--- config.mk ---
export PLATFORM = sky130hd
export DESIGN_NAME = rd_dq_delay_trainer_flat
export DESIGN_NICKNAME = d
export VERILOG_FILES = /design/src/rtl/rd_dq_delay_trainer_if.sv /design/src/rtl/rd_dq_delay_trainer.sv /design/src/flat_wrapper.sv
export SDC_FILE = /design/constraint.sdc
export NUM_CORES = 1
export LEC_CHECK = 0
export ABC_AREA = 0
export CORE_MARGIN = 2
export CORE_UTILIZATION = 35
export DETAILED_ROUTE_END_ITERATION = 10
export GPL_TIMING_DRIVEN = 0
export PLACE_DENSITY = 0.59
export SKIP_CTS_REPAIR_TIMING = 1
export SLEW_MARGIN = 5
export SYNTH_ARGS = -nofsm -noshare
export SYNTH_HDL_FRONTEND = slang
export SYNTH_SLANG_ARGS = --single-unit
--- constraint.sdc ---
create_clock -name FAB_CLK -period 6.8 [get_ports FAB_CLK]
set_input_delay 1.02 -clock FAB_CLK [delete_from_list [all_inputs] [get_ports FAB_CLK]]
set_output_delay 1.02 -clock FAB_CLK [all_outputs]
set_load 0.1 [all_outputs]
--- src/rtl/rd_dq_delay_trainer_if.sv ---
// rtl/rd_dq_delay_trainer_if.sv - sequencer/IOD signal bundle for the read DQ delay trainer
interface rd_dq_delay_trainer_if #(
    parameter int TAP_W  = 7,
    parameter int DATA_W = 8
);
    logic              START;
    logic [DATA_W-1:0] RX_DATA_0;
    logic              DELAY_LINE_OUT_OF_RANGE_0;
    logic              DELAY_LINE_LOAD_0;
    logic              DELAY_LINE_MOVE_0;
    logic              DELAY_LINE_DIRECTION_0;
    logic              BUSY;
    logic              DONE;
    logic              ERROR;
    logic [TAP_W-1:0]  TAP_CENTER;
    logic [TAP_W:0]    WIN_LEN;

    // Environment side: training sequencer plus the IOD.
    modport master (
        output START, RX_DATA_0, DELAY_LINE_OUT_OF_RANGE_0,
        input  DELAY_LINE_LOAD_0, DELAY_LINE_MOVE_0, DELAY_LINE_DIRECTION_0,
        input  BUSY, DONE, ERROR, TAP_CENTER, WIN_LEN
    );

    // Trainer side.
    modport slave (
        input  START, RX_DATA_0, DELAY_LINE_OUT_OF_RANGE_0,
        output DELAY_LINE_LOAD_0, DELAY_LINE_MOVE_0, DELAY_LINE_DIRECTION_0,
        output BUSY, DONE, ERROR, TAP_CENTER, WIN_LEN
    );
endinterface

--- src/rtl/rd_dq_delay_trainer.sv ---
// rtl/rd_dq_delay_trainer.sv - read-leveling sweep/centre controller for one DQ lane input delay line
module rd_dq_delay_trainer #(
    parameter int                TAP_W       = 7,
    parameter int                DATA_W      = 8,
    parameter logic [DATA_W-1:0] PATTERN     = 8'h55,
    parameter int                SETTLE_CYC  = 8,
    parameter int                COMPARE_CYC = 16
) (
    input  logic                     FAB_CLK,
    input  logic                     ARST_N,
    rd_dq_delay_trainer_if.slave     bus
);
    localparam int CNT_MAX = (SETTLE_CYC > COMPARE_CYC) ? SETTLE_CYC : COMPARE_CYC;
    localparam int CNT_W   = $clog2(CNT_MAX + 1);
    localparam logic [CNT_W-1:0] SETTLE_LAST = CNT_W'(SETTLE_CYC - 1);
    localparam logic [CNT_W-1:0] CMP_LAST    = CNT_W'(COMPARE_CYC - 1);
    localparam logic [TAP_W-1:0] TAP_LAST    = '1;

    typedef enum logic [3:0] {
        S_IDLE, S_LOAD, S_SETTLE, S_COMPARE, S_EVAL, S_STEP, S_CENTER, S_DONE, S_FAIL
    } state_t;

    state_t           state_q,      state_d;
    logic [CNT_W-1:0] cnt_q,        cnt_d;
    logic             tap_fail_q,   tap_fail_d;
    logic [TAP_W-1:0] cur_tap_q,    cur_tap_d;
    logic [TAP_W:0]   run_len_q,    run_len_d;
    logic [TAP_W-1:0] run_start_q,  run_start_d;
    logic [TAP_W:0]   best_len_q,   best_len_d;
    logic [TAP_W-1:0] best_start_q, best_start_d;
    logic             phase_q,      phase_d;     // CENTER: 0 = idle/decide cycle, 1 = MOVE cycle
    logic             error_q,      error_d;
    logic [TAP_W-1:0] tap_center_q, tap_center_d;
    logic [TAP_W:0]   win_len_q,    win_len_d;

    logic [TAP_W-1:0] center;
    logic [TAP_W:0]   rl;
    logic [TAP_W-1:0] rs;
    logic             close_run;

    // Window centre, rounded down toward the lower tap.
    always_comb begin
        center = TAP_W'({1'b0, best_start_q} + ((best_len_q - (TAP_W+1)'(1)) >> 1));
    end

    // Next-state and datapath updates for the sweep, evaluation and centring.
    always_comb begin
        state_d      = state_q;
        cnt_d        = cnt_q;
        tap_fail_d   = tap_fail_q;
        cur_tap_d    = cur_tap_q;
        run_len_d    = run_len_q;
        run_start_d  = run_start_q;
        best_len_d   = best_len_q;
        best_start_d = best_start_q;
        phase_d      = phase_q;
        error_d      = error_q;
        tap_center_d = tap_center_q;
        win_len_d    = win_len_q;
        rl           = run_len_q;
        rs           = run_start_q;
        close_run    = 1'b0;

        case (state_q)
            S_IDLE: begin
                if (bus.START) begin
                    state_d    = S_LOAD;
                    error_d    = 1'b0;
                    cur_tap_d  = '0;
                    run_len_d  = '0;
                    best_len_d = '0;
                end
            end
            S_LOAD: begin
                state_d    = S_SETTLE;
                cnt_d      = '0;
                tap_fail_d = 1'b0;
            end
            S_SETTLE: begin
                if (cnt_q == SETTLE_LAST) begin
                    cnt_d   = '0;
                    state_d = S_COMPARE;
                end else begin
                    cnt_d = cnt_q + CNT_W'(1);
                end
            end
            S_COMPARE: begin
                tap_fail_d = tap_fail_q | (bus.RX_DATA_0 != PATTERN);
                if (cnt_q == CMP_LAST) begin
                    cnt_d   = '0;
                    state_d = S_EVAL;
                end else begin
                    cnt_d = cnt_q + CNT_W'(1);
                end
            end
            S_EVAL: begin
                if (bus.DELAY_LINE_OUT_OF_RANGE_0) begin
                    // The tap at the delay-line limit is not trusted.
                    close_run = 1'b1;
                    state_d   = S_CENTER;
                end else begin
                    if (!tap_fail_q) begin
                        if (rl == '0) rs = cur_tap_q;
                        rl = rl + (TAP_W+1)'(1);
                    end else begin
                        close_run = 1'b1;
                    end
                    if (cur_tap_q == TAP_LAST) begin
                        close_run = 1'b1;
                        state_d   = S_CENTER;
                    end else begin
                        state_d = S_STEP;
                    end
                end
                // Strictly longer wins, so the earliest of equal windows is kept.
                if (close_run) begin
                    if (rl > best_len_q) begin
                        best_len_d   = rl;
                        best_start_d = rs;
                    end
                    rl = '0;
                end
                run_len_d   = rl;
                run_start_d = rs;
                phase_d     = 1'b0;
            end
            S_STEP: begin
                cur_tap_d  = cur_tap_q + TAP_W'(1);
                cnt_d      = '0;
                tap_fail_d = 1'b0;
                state_d    = S_SETTLE;
            end
            S_CENTER: begin
                if (!phase_q) begin
                    if (best_len_q == '0) begin
                        state_d      = S_FAIL;
                        error_d      = 1'b1;
                        tap_center_d = cur_tap_q;
                        win_len_d    = '0;
                    end else if (cur_tap_q == center) begin
                        state_d      = S_DONE;
                        tap_center_d = center;
                        win_len_d    = best_len_q;
                    end else begin
                        phase_d = 1'b1;
                    end
                end else begin
                    cur_tap_d = cur_tap_q - TAP_W'(1);
                    phase_d   = 1'b0;
                end
            end
            S_DONE:  state_d = S_IDLE;
            S_FAIL:  state_d = S_IDLE;
            default: state_d = S_IDLE;
        endcase
    end

    // State and datapath registers.
    always_ff @(posedge FAB_CLK or negedge ARST_N) begin
        if (!ARST_N) begin
            state_q      <= S_IDLE;
            cnt_q        <= '0;
            tap_fail_q   <= 1'b0;
            cur_tap_q    <= '0;
            run_len_q    <= '0;
            run_start_q  <= '0;
            best_len_q   <= '0;
            best_start_q <= '0;
            phase_q      <= 1'b0;
            error_q      <= 1'b0;
            tap_center_q <= '0;
            win_len_q    <= '0;
        end else begin
            state_q      <= state_d;
            cnt_q        <= cnt_d;
            tap_fail_q   <= tap_fail_d;
            cur_tap_q    <= cur_tap_d;
            run_len_q    <= run_len_d;
            run_start_q  <= run_start_d;
            best_len_q   <= best_len_d;
            best_start_q <= best_start_d;
            phase_q      <= phase_d;
            error_q      <= error_d;
            tap_center_q <= tap_center_d;
            win_len_q    <= win_len_d;
        end
    end

    // Outputs decode straight from registers. DIRECTION is 1 in EVAL and STEP so it
    // is settled the cycle before every increment; in CENTER it is 0 throughout.
    assign bus.DELAY_LINE_LOAD_0      = (state_q == S_LOAD);
    assign bus.DELAY_LINE_MOVE_0      = (state_q == S_STEP) || ((state_q == S_CENTER) && phase_q);
    assign bus.DELAY_LINE_DIRECTION_0 = (state_q == S_EVAL) || (state_q == S_STEP);
    assign bus.BUSY                   = !((state_q == S_IDLE) || (state_q == S_DONE) || (state_q == S_FAIL));
    assign bus.DONE                   = (state_q == S_DONE);
    assign bus.ERROR                  = error_q;
    assign bus.TAP_CENTER             = tap_center_q;
    assign bus.WIN_LEN                = win_len_q;
endmodule

--- src/flat_wrapper.sv ---
// flat-port wrapper written by rule: the top's interface ports become plain ports
module rd_dq_delay_trainer_flat 
#(
    parameter int                TAP_W       = 7,
    parameter int                DATA_W      = 8,
    parameter logic [DATA_W-1:0] PATTERN     = 8'h55,
    parameter int                SETTLE_CYC  = 8,
    parameter int                COMPARE_CYC = 16
)
  (FAB_CLK, ARST_N, bus_START, bus_RX_DATA_0, bus_DELAY_LINE_OUT_OF_RANGE_0, bus_DELAY_LINE_LOAD_0, bus_DELAY_LINE_MOVE_0, bus_DELAY_LINE_DIRECTION_0, bus_BUSY, bus_DONE, bus_ERROR, bus_TAP_CENTER, bus_WIN_LEN);
  rd_dq_delay_trainer_if #(.TAP_W(TAP_W), .DATA_W(DATA_W)) bus_i ();
  input  logic FAB_CLK;
  input  logic ARST_N;
  input wire logic [$bits(bus_i.START)-1:0] bus_START;
  input wire logic [$bits(bus_i.RX_DATA_0)-1:0] bus_RX_DATA_0;
  input wire logic [$bits(bus_i.DELAY_LINE_OUT_OF_RANGE_0)-1:0] bus_DELAY_LINE_OUT_OF_RANGE_0;
  output wire logic [$bits(bus_i.DELAY_LINE_LOAD_0)-1:0] bus_DELAY_LINE_LOAD_0;
  output wire logic [$bits(bus_i.DELAY_LINE_MOVE_0)-1:0] bus_DELAY_LINE_MOVE_0;
  output wire logic [$bits(bus_i.DELAY_LINE_DIRECTION_0)-1:0] bus_DELAY_LINE_DIRECTION_0;
  output wire logic [$bits(bus_i.BUSY)-1:0] bus_BUSY;
  output wire logic [$bits(bus_i.DONE)-1:0] bus_DONE;
  output wire logic [$bits(bus_i.ERROR)-1:0] bus_ERROR;
  output wire logic [$bits(bus_i.TAP_CENTER)-1:0] bus_TAP_CENTER;
  output wire logic [$bits(bus_i.WIN_LEN)-1:0] bus_WIN_LEN;
  assign bus_i.START = bus_START;
  assign bus_i.RX_DATA_0 = bus_RX_DATA_0;
  assign bus_i.DELAY_LINE_OUT_OF_RANGE_0 = bus_DELAY_LINE_OUT_OF_RANGE_0;
  assign bus_DELAY_LINE_LOAD_0 = bus_i.DELAY_LINE_LOAD_0;
  assign bus_DELAY_LINE_MOVE_0 = bus_i.DELAY_LINE_MOVE_0;
  assign bus_DELAY_LINE_DIRECTION_0 = bus_i.DELAY_LINE_DIRECTION_0;
  assign bus_BUSY = bus_i.BUSY;
  assign bus_DONE = bus_i.DONE;
  assign bus_ERROR = bus_i.ERROR;
  assign bus_TAP_CENTER = bus_i.TAP_CENTER;
  assign bus_WIN_LEN = bus_i.WIN_LEN;
  rd_dq_delay_trainer #(.TAP_W(TAP_W), .DATA_W(DATA_W), .PATTERN(PATTERN), .SETTLE_CYC(SETTLE_CYC), .COMPARE_CYC(COMPARE_CYC)) u_core (.FAB_CLK(FAB_CLK), .ARST_N(ARST_N), .bus(bus_i));
endmodule
Word-level counts from Yosys, hierarchy flattened
Cells that the tools add are included. W data, S select, Z words.

Output and inout bits: 21. Flip-flop bits (word level): 64.

Equal/unequal tests: 22. Reduce and logical (&&, ||, !) cells: 24. Order comparisons: 1. Add/sub/neg operators: 6. Bitwise operators: 2. Mux-type cells: 44.

Operators with widths (number): $mux W8 (9); $mux W7 (7); $pmux W8 S2 (2); $mux W4 (7); $pmux W4 S6 (1); $pmux W7 S3 (1); $eq A4 B3 Y1 const B (4); $logic_not A8 Y1 (2); $pmux W5 S3 (1); $ne A2 B1 Y1 const B (6); $mux W1 (10); $mux W5 (2); $reduce_bool A2 Y1 (5); $reduce_and A3 Y1 (3); $add A8 B1 Y8 const B (1); $eq A4 B2 Y1 const B (2); $gt A8 B8 Y1 (1); $ne A8 B7 Y1 const B (1); $reduce_and A4 Y1 (2); $sub A8 B1 Y8 const B (1); $add A7 B1 Y7 const B (1); $add A7 B7 Y7 (1); $eq A7 B7 Y1 (1); $eq A7 B7 Y1 const B (1); 20 further kinds (27).

Longest topological paths before layout
Gate-level depths: netlist (run 1).

Depth in word-level cells: 8. Mapped depth: 14. Mapped depth without buffers: 13.

Least setup slack after synthesis (run 1)
Ideal clock, no wire load.

Path kind: register to output. Start: reg u_core.state_q[1]. End: out bus_BUSY. Buffers on the path: 2. Stages on the path, launching flop included: 6. Required time: 5780 ps. Setup slack: 2504 ps. Arrival: 3276 ps. Path through: dfrtp_1 -> clkbuf_1 -> buf_1 -> nand2_1 -> nor2_1 -> nor2_1.

Longest elaborated chain between the ends: 4. Elaborated cells between the ends (all ways): 6.

RTL lines: start: declaration (line rd_dq_delay_trainer.sv:23) `state_t state_q, state_d;`; start signal: assignment (line rd_dq_delay_trainer.sv:174) `state_q <= state_d;`; $eq A4 B3 Y1; net bus_DONE (line flat_wrapper.sv:21) `output wire logic [$bits(bus_i.DONE)-1:0] bus_DONE;`; $logic_or A1 B1 Y1 (2 in a row) (line rd_dq_delay_trainer.sv:194) `assign bus.BUSY = !((state_q == S_IDLE) || (state_q == S_DONE) || (state_q == S_FAIL));`; $logic_not A1 Y1 (line rd_dq_delay_trainer.sv:194); end: declaration (line flat_wrapper.sv:20) `output wire logic [$bits(bus_i.BUSY)-1:0] bus_BUSY;`.

The timed path passes the listed nets, and every way through them passes these cells.

Worst setup path in the final report (run 1)
Start: in bus_DELAY_LINE_OUT_OF_RANGE_0. End: reg u_core.best_len_q[7].

Longest elaborated chain between the ends: 5. Elaborated cells between the ends (all ways): 11.

RTL lines: start: declaration (line flat_wrapper.sv:16) `input wire logic [$bits(bus_i.DELAY_LINE_OUT_OF_RANGE_0)-1:0] bus_DELAY_LINE_OUT_OF_RANGE_0;`; $mux W8 (line rd_dq_delay_trainer.sv:97) `if (bus.DELAY_LINE_OUT_OF_RANGE_0) begin`; $mux W8 (line rd_dq_delay_trainer.sv:64) `case (state_q)`; $gt A8 B8 Y1 / $mux W8 (equally long branches) (line rd_dq_delay_trainer.sv:117) `if (rl > best_len_q) begin`; $ne A2 B1 Y1 (no source line) / $mux W8 (equally long branches); $reduce_and A4 Y1 (no source line) / $pmux W8 S2 (equally long branches); end signal: assignment (line rd_dq_delay_trainer.sv:180) `best_len_q <= best_len_d;`; end: declaration (line rd_dq_delay_trainer.sv:29) `logic [TAP_W:0] best_len_q, best_len_d;`.

Several ways; a longest one is shown, not always the timed one. The select of a mux whose other input is x is not followed. A chain may end at the register's enable or synchronous reset.

==> impl_metrics.yaml, run 1 <==
setup_path:
  crit_path_start_kind: "input port"
  path_max_fanout: 8
  criticalPathCategory: "in2reg"
  r2r-start: "u_core.tap_fail_q"
  ff2ff_path_depth: 13
  cp_cell_sequence: "clkdlybuf4s50_1, nor2_1, nand2_1, nor3_1, nand3_1, xor2_1, inv_1, ha_1, a21o_1, a21oi_1, nor2b_1, o31ai_1, nand2_1, mux2_2"
  crit_path_top_delay_cell: "o31ai_1"
  reg2reg_to: "u_core.best_len_q[7]"
  end_kind: "register"
  cp.required_ps: 7020
  cp.arrival_ps: 5120
  rrSetupSlack_ps: 2650
  path_common_cell: "nand2_1"
  slowest_delay_ps: 600
floorplan:
  fp.dieW_um: 112
  row_count: 39
  coreArea_mm2: 0.0115
  ioPinCount: 33
  fp.dieH_um: 112
  dieArea_mm2: 0.0126
  start_util: 0.359
finish:
  fin_nets: 508
  multi_input_area_mm2: 0.00236
  drive_gt1_frac: 0.101
  n_antenna_cell: 0
  areaGrowthSynthToFinish_pct: 21.2
  final_cells: 616
  fillers: 1089
  seqCellArea_mm2: 0.00160
  finalInstanceArea_mm2: 0.00499
clock_tree:
  cts_tree: "done"
  htree_levels: 3
  cts_buffers: 9
  insertion_delay_ps: 340
  clock_path_buffers: 2
  cts_root_buf: "clkbuf_16"
  path_clk_slew_ps: 60
  cts.sinks: 64
logic_synthesis:
  synth_top_area_frac: 0.389
  netlist_top_cells_area: "dfrtp_1, ha_1, mux2_2"
  ys_seq_area_frac: 0.389
  async_flop_share: 1.00
  dominantRegCellSynth: "dfrtp_1"
  syn_inst: 424
  ys_seq_elements: 64
  synth_edf_count: 0
  syn_avg_cell_area_um2: 9.71
  ys_types: 54
  yosysTopAreaCell: "dfrtp_1"
  syn-cell-area_mm2: 0.00412
  synth.most_common_cell: "dfrtp_1"
  synth_nets: 464
  yosysWarnings: 0
  synth.top_cells.by_count: "dfrtp_1, nand2_1, ha_1, nor2_1, o21ai_0"
sta:
  fin_skew_ps: 9.70
  tightest_slew_ps: 981
  fin_ws_ps: 1900
  min_period_over_period: 0.721
  fin_crit_ps: 4900
  fmax_mhz: 204
  finalSetupTns_ps: 0
  relSlewSlack: 0.344
  finalHoldViolCount: 0
  drv_slew: 0
  setup_viol: 0
  rsz0062_at_grt: "no"
placed_design:
  dp_cells: 600
  dp_hpwl_um: 7100
  place_ws_ps: 1480
  port_buffers: 32
  place_area_mm2: 0.00465
  gp_congestion: 0.833
power_and_ir_drop:
  vdd_drop_max_mv: 0.315
  p_per_area_mw_per_mm2: 482
  p_total_mw: 2.41
  netSwitchingFraction: 0.448
  p_leak_nw: 2.27
  power.share.clock: 0.225
  intPower_mw: 1.33
  switchingPower_mw: 1.08
  seq_power_share: 0.239
  combPwrFrac: 0.537
detailed_routing:
  post-route-drc-count: 0
  vias_per_cell: 5.26
  first_pass_iters: 4
  drt_wl_total_um: 9790
  final_antenna_net_count: 0
  routedWlPerCell_um: 15.9
  route.vias.total: 3243
  drtIter0Drc: 249
worst_hold_path:
  hp-start: "u_core.best_start_q[2]"
  worstHoldPathType: "reg2reg"
  worstHoldEndpoint: "u_core.best_start_q[2]"
  hold_depth: 2
flow_run:
  maxCapViolations: 0
grt:
  grt_max_degree: 65
  grt.overflow.total: 0
  antenna_found_initial: 0
  track_usage: 0.162
  grt_pass1_vias: 3253
  grt_pass1_wl_um: 16500
run_status:
  status: "finished, final reports clean"
-- critical path: cells and delay by family --
kind | cells | cell delay (ps)
adder cells (fa/ha/maj) | 1 | 300
multiplexers | 1 | 380
XOR/XNOR | 1 | 280
buffers and inverters | 2 | 520
AO/OA/AOI/OAI | 3 | 910
AND/OR/NAND/NOR | 6 | 1690
-- worst max-delay path by stage --
stage,slack [ps],endpoint,startpoint,depth (start not counted)
global route,1560,u_core.best_len_q[6],bus_DELAY_LINE_OUT_OF_RANGE_0,14
global placement,1590,u_core.best_len_q[0],bus_DELAY_LINE_OUT_OF_RANGE_0,14
CTS,1840,u_core.best_len_q[5],bus_DELAY_LINE_OUT_OF_RANGE_0,14
detailed placement,1480,u_core.best_len_q[0],bus_DELAY_LINE_OUT_OF_RANGE_0,14
finish,1900,u_core.best_len_q[7],bus_DELAY_LINE_OUT_OF_RANGE_0,14
floorplan,2500,bus_BUSY,u_core.state_q[1],5
-- registers in the layout, summed over array words and instances (netlist names) --
signal / flops
u_core.cnt_q: 5
u_core.bus.TAP_CENTER: 7
u_core.tap_fail_q: 1
u_core.state_q: 4
u_core.best_len_q: 8
u_core.run_start_q: 7
u_core.best_start_q: 7
u_core.bus.WIN_LEN: 8
u_core.cur_tap_q: 7
u_core.phase_q: 1
u_core.run_len_q: 8
u_core.bus.ERROR: 1
-- cells by family (layout without fill, tap and decap cells) --
| logic type | Yosys count | in the layout | share of synthesized area |
|---|---|---|---|
| fa+ha+maj | 28 | 28 | 0.0887 |
| mux | 28 | 28 | 0.0748 |
| simple gates | 131 | 131 | 0.160 |
| xor+xnor | 31 | 31 | 0.0811 |
| buf+inv | 39 | 88 | 0.0383 |
| flops | 64 | 64 | 0.389 |
| compound gates | 103 | 103 | 0.168 |
-- cells in the final DEF (no fill, tap or decap), types with 14 or more instances in the layout --
| cell | instances |
|---|---|
| a21oi_1 | 18 |
| o21ai_0 | 26 |
| xnor2_1 | 17 |
| nand2_1 | 39 |
| dfrtp_1 | 64 |
| clkdlybuf4s50_1 | 31 |
| nor2_1 | 26 |
| ha_1 | 26 |
| nand3_1 | 14 |
| mux2_2 | 14 |
| inv_1 | 23 |
-- area by class of cell --
cell class	count	share of cell area
clock inverter	7	0.0238
buffer	16	0.0143
multi-input combinational	321	0.474
timing repair buffer	33	0.0692
tap	143	0.0358
inverter	23	0.0173
sequential	64	0.321
clock buffer	9	0.0451
-- metal layers --
| metal | routed length [um] | vias up | global-route usage | share of wire |
|---|---|---|---|---|
| met3 | 267 | 13 | 0.0292 | 0.027 |
| met1 | 4830 | 1564 | 0.231 | 0.49 |
| li1 | - | 1611 | - | - |
| met4 | 154 | 0 | 0.0488 | 0.016 |
| met2 | 4530 | 55 | 0.253 | 0.46 |
| met5 | 0 | - | 0 | 0 |
-- power groups by stage --
stage          logic (mW)  clock network, mW  registers (mW)
2_1_floorplan       0.858                  0           0.718
3_3_place_gp         1.26                  0           0.578
3_5_place_dp         1.29                  0           0.580
4_1_cts              1.30              0.546           0.574
5_1_grt              1.41              0.565           0.592
6_report             1.29              0.540           0.575
-- per-stage QoR --
step / hold slack (ps) / utilization
after floorplan: 450 / -
after global placement: 471 / 0.403
after detailed placement: 478 / 0.405
after CTS: 492 / 0.435
after global routing: 527 / 0.435
final: 490 / 0.435
No activity file was read; power rests on OpenSTA's default activity.
==> inputs of run 2 (changes only) <==
--- a/config.mk
+++ b/config.mk
@@ -10,7 +10,7 @@
 export CORE_UTILIZATION = 35
 export DETAILED_ROUTE_END_ITERATION = 10
 export GPL_TIMING_DRIVEN = 0
-export PLACE_DENSITY = 0.59
+export PLACE_DENSITY = 0.6
 export SKIP_CTS_REPAIR_TIMING = 1
 export SLEW_MARGIN = 5
 export SYNTH_ARGS = -nofsm -noshare
==> constraint.sdc (replaced) <==
create_clock -name FAB_CLK -period 4 [get_ports FAB_CLK]
set_input_delay 0.6 -clock FAB_CLK [delete_from_list [all_inputs] [get_ports FAB_CLK]]
set_output_delay 0.6 -clock FAB_CLK [all_outputs]
set_load 0.1 [all_outputs]
==> run 2 against run 1 <==
Die area unchanged. First-iteration DRC count decreased by 47%. Sequential power increased by 71%. Utilization down 0.40 points. Power rose by 64%. Via count rose by 0.96%. Highest routed layer unchanged. Sequential cell count stayed put. Cell count shrank 0.16%. Register-to-register slack worse by 2400 ps. Global-route usage down 0.13 points. Sequential share of layout area increased by 0.30 points.
==> impl_metrics.yaml, run 2 (synthesis gave the netlist of run 1 again) <==
run_status:
  status: "finished, final reports clean"
setup_path:
  crit_path_top_delay_cell: "dfrtp_1"
  path_max_fanout: 10
  cp.arrival_ps: 3930
  criticalPathCategory: "reg2reg"
  cp_cell_sequence: "inv_1, ha_1, inv_1, ha_1, fa_1, a21o_1, a21oi_1, xnor3_1, nor3_1, nand3_2, a21oi_4, buf_6, mux2_4"
  rrSetupSlack_ps: 290
  crit_path_start_kind: "register"
  r2r-start: "u_core.best_len_q[0]"
  cp.required_ps: 4220
  ff2ff_path_depth: 13
  slowest_delay_ps: 510
  end_kind: "register"
  reg2reg_to: "u_core.bus.WIN_LEN[5]"
finish:
  final_cells: 615
  layout.cells.most_common_list: "dfrtp_1, nand2_1, clkdlybuf4s50_1"
  drive_gt1_frac: 0.106
  areaGrowthSynthToFinish_pct: 20.1
  final_common_cell: "dfrtp_1"
  post-route-util: 0.431
  finalInstanceArea_mm2: 0.00494
  n_antenna_cell: 0
  fin_nets: 507
grt:
  grt_pass1_vias: 3267
  track_usage: 0.161
  grt_max_degree: 65
  grt_pass1_wl_um: 16300
  antenna_found_initial: 0
  grt.overflow.total: 0
floorplan:
  row_count: 39
  ioPinCount: 33
  start_util: 0.359
  fp.dieH_um: 112
  fp.dieW_um: 112
  coreArea_mm2: 0.0115
  dieArea_mm2: 0.0126
detailed_routing:
  route.vias.total: 3274
  drtIter0Drc: 131
  first_pass_iters: 4
  drt_wl_total_um: 9720
  post-route-drc-count: 0
  final_antenna_net_count: 0
  vias_per_cell: 5.32
  routedWlPerCell_um: 15.8
sta:
  relSlewSlack: 0.331
  fmax_mhz: 269
  fin_skew_ps: 8.37
  drv_slew: 0
  finalHoldViolCount: 0
  fin_ws_ps: 287
  finalSetupTns_ps: 0
  fin_crit_ps: 3710
  min_period_over_period: 0.928
  hold_slack_ps: 376
  tightest_slew_ps: 1000
  setup_viol: 0
power_and_ir_drop:
  p_per_area_mw_per_mm2: 799
  p_total_mw: 3.95
  vdd_drop_max_mv: 0.486
  p_leak_nw: 2.25
worst_hold_path:
  worstHoldPathType: "in2async"
placed_design:
  place_ws_ps: -918
  dp_cells: 599
  port_buffers: 32
  gp_congestion: 0.859
  dp_hpwl_um: 7060
  place_area_mm2: 0.00462
clock_tree:
  insertion_delay_ps: 340
  cts_tree: "done"
  path_clk_slew_ps: 60
  cts_root_buf: "clkbuf_16"
  htree_levels: 3
  cts_buffers: 9
  clock_path_buffers: 2
  cts.sinks: 64
flow_run:
  maxCapViolations: 0
## run 2: where the power goes
| group | total [mW] | leakage [nW] | internal [mW] | switching (mW) |
|---|---|---|---|---|
| clock | 0.795 | 0.145 | 0.498 | 0.297 |
| sequential | 0.983 | 0.849 | 0.815 | 0.168 |
| combinational | 2.17 | 1.25 | 0.833 | 1.34 |
| total | 3.95 | 2.25 | 2.15 | 1.80 |
## run 2: how the worst max path moves through the flow
stage                                       start                endpoint  slack (ps)  cells after the start
detailed placement  bus_DELAY_LINE_OUT_OF_RANGE_0    u_core.best_len_q[6]        -920                     14
finish                       u_core.best_len_q[0]   u_core.bus.WIN_LEN[5]         290                     13
global route        bus_DELAY_LINE_OUT_OF_RANGE_0  u_core.best_start_q[4]         -20                     14
floorplan                       u_core.state_q[1]                bus_BUSY         120                      5
CTS                 bus_DELAY_LINE_OUT_OF_RANGE_0    u_core.best_len_q[7]        -600                     14
global placement    bus_DELAY_LINE_OUT_OF_RANGE_0    u_core.best_len_q[0]        -850                     14
## run 2: worst max-delay path, delay by kind of cell, from the launching register on
kind | cells | cell delay, ps
XOR/XNOR | 1 | 260
AND/OR/NAND/NOR | 2 | 540
flip-flops | 1 | 510
adder cells (fa/ha/maj) | 3 | 910
AO/OA/AOI/OAI | 3 | 720
buffers and inverters | 3 | 340
multiplexers | 1 | 300
## run 2: final cells by class
cell class,count,area (um^2)
clock inverters,5,56.3
flip-flops and latches,64,1600
plain buffers,16,71.3
multi-input cells,321,2390
fillers,1092,6520
clock buffers,11,243
well taps,143,179
inverters,23,86.3
repair buffers,32,320
## run 2: routing by layer
| metal | up-vias | track usage | wire, um |
|---|---|---|---|
| li1 | 1602 | - | - |
| met4 | 0 | 0.0610 | 171 |
| met2 | 63 | 0.251 | 4420 |
| met5 | - | 0 | 0 |
| met1 | 1594 | 0.226 | 4720 |
| met3 | 15 | 0.0259 | 404 |
==> inputs of run 3 (changes only) <==
--- a/config.mk
+++ b/config.mk
@@ -6,11 +6,11 @@
 export NUM_CORES = 1
 export LEC_CHECK = 0
 export ABC_AREA = 0
-export CORE_MARGIN = 2
-export CORE_UTILIZATION = 35
+export CORE_MARGIN = 5
+export CORE_UTILIZATION = 45
 export DETAILED_ROUTE_END_ITERATION = 10
 export GPL_TIMING_DRIVEN = 0
-export PLACE_DENSITY = 0.6
+export PLACE_DENSITY = 0.73
 export SKIP_CTS_REPAIR_TIMING = 1
 export SLEW_MARGIN = 5
 export SYNTH_ARGS = -nofsm -noshare
==> run 3 against run 2 <==
Critical path depth unchanged. Largest power group unchanged. Wire length down 2.7%. Largest cell class unchanged. Via count up 0.92%.
==> impl_metrics.yaml, run 3 (synthesis gave the netlist of run 1 again) <==
run_status:
  status: "finished, final reports clean"
floorplan:
  row_count: 35
  coreArea_mm2: 0.00906
  dieArea_mm2: 0.0112
  start_util: 0.454
  fp.dieW_um: 106
  ioPinCount: 33
  fp.dieH_um: 106
grt:
  grt.overflow.total: 0
  grt.busiest_layer: "met2"
  met2_usage: 0.284
  antenna_found_initial: 0
  met3_usage: 0.0306
  grt_pass1_wl_um: 16100
  grt_max_degree: 65
  grt_pass1_vias: 3377
  grtUsageMet1: 0.239
  track_usage: 0.178
worst_hold_path:
  worstHoldPathType: "in2async"
detailed_routing:
  final_antenna_net_count: 0
  drt_wl_total_um: 9460
  drtIter0Drc: 180
  vias_per_cell: 5.68
  post-route-drc-count: 0
  first_pass_iters: 5
  route.vias.total: 3304
  routedWlPerCell_um: 16.2
clock_tree:
  htree_levels: 3
  insertion_delay_ps: 350
  cts_tree: "done"
  cts_buffers: 9
  cts_root_buf: "clkbuf_8"
  path_clk_slew_ps: 70
  cts.sinks: 64
  clock_path_buffers: 2
setup_path:
  cp.arrival_ps: 3930
  cp.required_ps: 4240
  ff2ff_path_depth: 13
  end_kind: "register"
  criticalPathCategory: "reg2reg"
  reg2reg_to: "u_core.bus.WIN_LEN[5]"
  path_max_fanout: 10
  r2r-start: "u_core.best_len_q[0]"
  critPathLaunch: "u_core.best_len_q[0]"
  crit_path_start_kind: "register"
  rrSetupSlack_ps: 310
sta:
  rsz0062_at_grt: "no"
  relSlewSlack: 0.346
  min_period_over_period: 0.923
  fin_skew_ps: 8.64
  setup_viol: 0
  fin_crit_ps: 3690
  fmax_mhz: 271
  finalHoldViolCount: 0
  tightest_slew_ps: 978
  drv_slew: 0
  finalSetupTns_ps: 0
finish:
  areaGrowthSynthToFinish_pct: 15.8
  final_common_cell: "dfrtp_1"
  drive_gt1_frac: 0.108
  final_cells: 582
  n_antenna_cell: 0
  multi_input_area_mm2: 0.00239
  fillers: 817
  layout.cells.most_common_list: "dfrtp_1, nand2_1, clkdlybuf4s50_1"
  seqCellArea_mm2: 0.00160
  fin_nets: 507
  post-route-util: 0.526
power_and_ir_drop:
  combPwrFrac: 0.600
  seq_power_share: 0.269
  p_leak_nw: 2.18
  switchingPower_mw: 1.79
  netSwitchingFraction: 0.489
  power.share.clock: 0.131
  intPower_mw: 1.87
  p_per_area_mw_per_mm2: 766
  vdd_drop_max_mv: 0.440
placed_design:
  gp_congestion: 0.836
  dp_cells: 567
  dp_hpwl_um: 6980
  port_buffers: 32
flow_run:
  maxCapViolations: 0
run 3: cell type report:
type / instances / area share
repair buffers: 32 / 0.0672
inverters: 23 / 0.0181
multi-input cells: 321 / 0.501
well taps: 111 / 0.0291
flip-flops and latches: 64 / 0.336
clock inverters: 6 / 0.00787
clock buffers: 9 / 0.0260
plain buffers: 16 / 0.0152
run 3: worst max-delay path by stage:
stage                       endpoint  slack, ps  cells past startpoint
2_1_floorplan               bus_BUSY        120                      5
3_3_place_gp    u_core.best_len_q[0]       -680                     14
3_5_place_dp    u_core.best_len_q[0]       -830                     14
4_1_cts         u_core.best_len_q[0]       -490                     14
5_1_grt        u_core.bus.WIN_LEN[5]        110                     13
6_report       u_core.bus.WIN_LEN[5]        310                     13
run 3: through the flow:
step / hold WS, ps / power [mW] / setup slack, ps / area, um^2
final: 348 / 3.65 / 308 / 4770
after CTS: 388 / 3.66 / -488 / 4740
after floorplan: 304 / 2.68 / 124 / 4120
after detailed placement: 482 / 3.17 / -829 / 4580
after global placement: 471 / 3.10 / -679 / 4580
after global routing: 429 / 3.91 / 110 / 4770
run 3: routing by layer:
layer,vias to the layer above,part of all wire
li1,1598,-
met1,1622,0.47
met2,66,0.47
met3,18,0.036
met4,0,0.024
met5,-,0
run 3: power by group through the flow:
stage	registers [mW]	clock network [mW]	logic (mW)
after floorplan	1.22	0	1.46
after global placement	0.981	0	2.12
after detailed placement	0.991	0	2.18
after CTS	0.981	0.491	2.19
after global routing	1.01	0.515	2.39
final	0.981	0.479	2.19
run 3: worst max-delay path: stages (launching register included):
cell and delay, ps:
dfrtp_1 510, inv_1 120, ha_1 300, inv_1 40, ha_1 200, fa_1 430
a21o_1 180, a21oi_1 280, xnor3_1 260, nor3_1 350, nand3_2 170, a21oi_4 230
buf_6 190, mux2_4 310
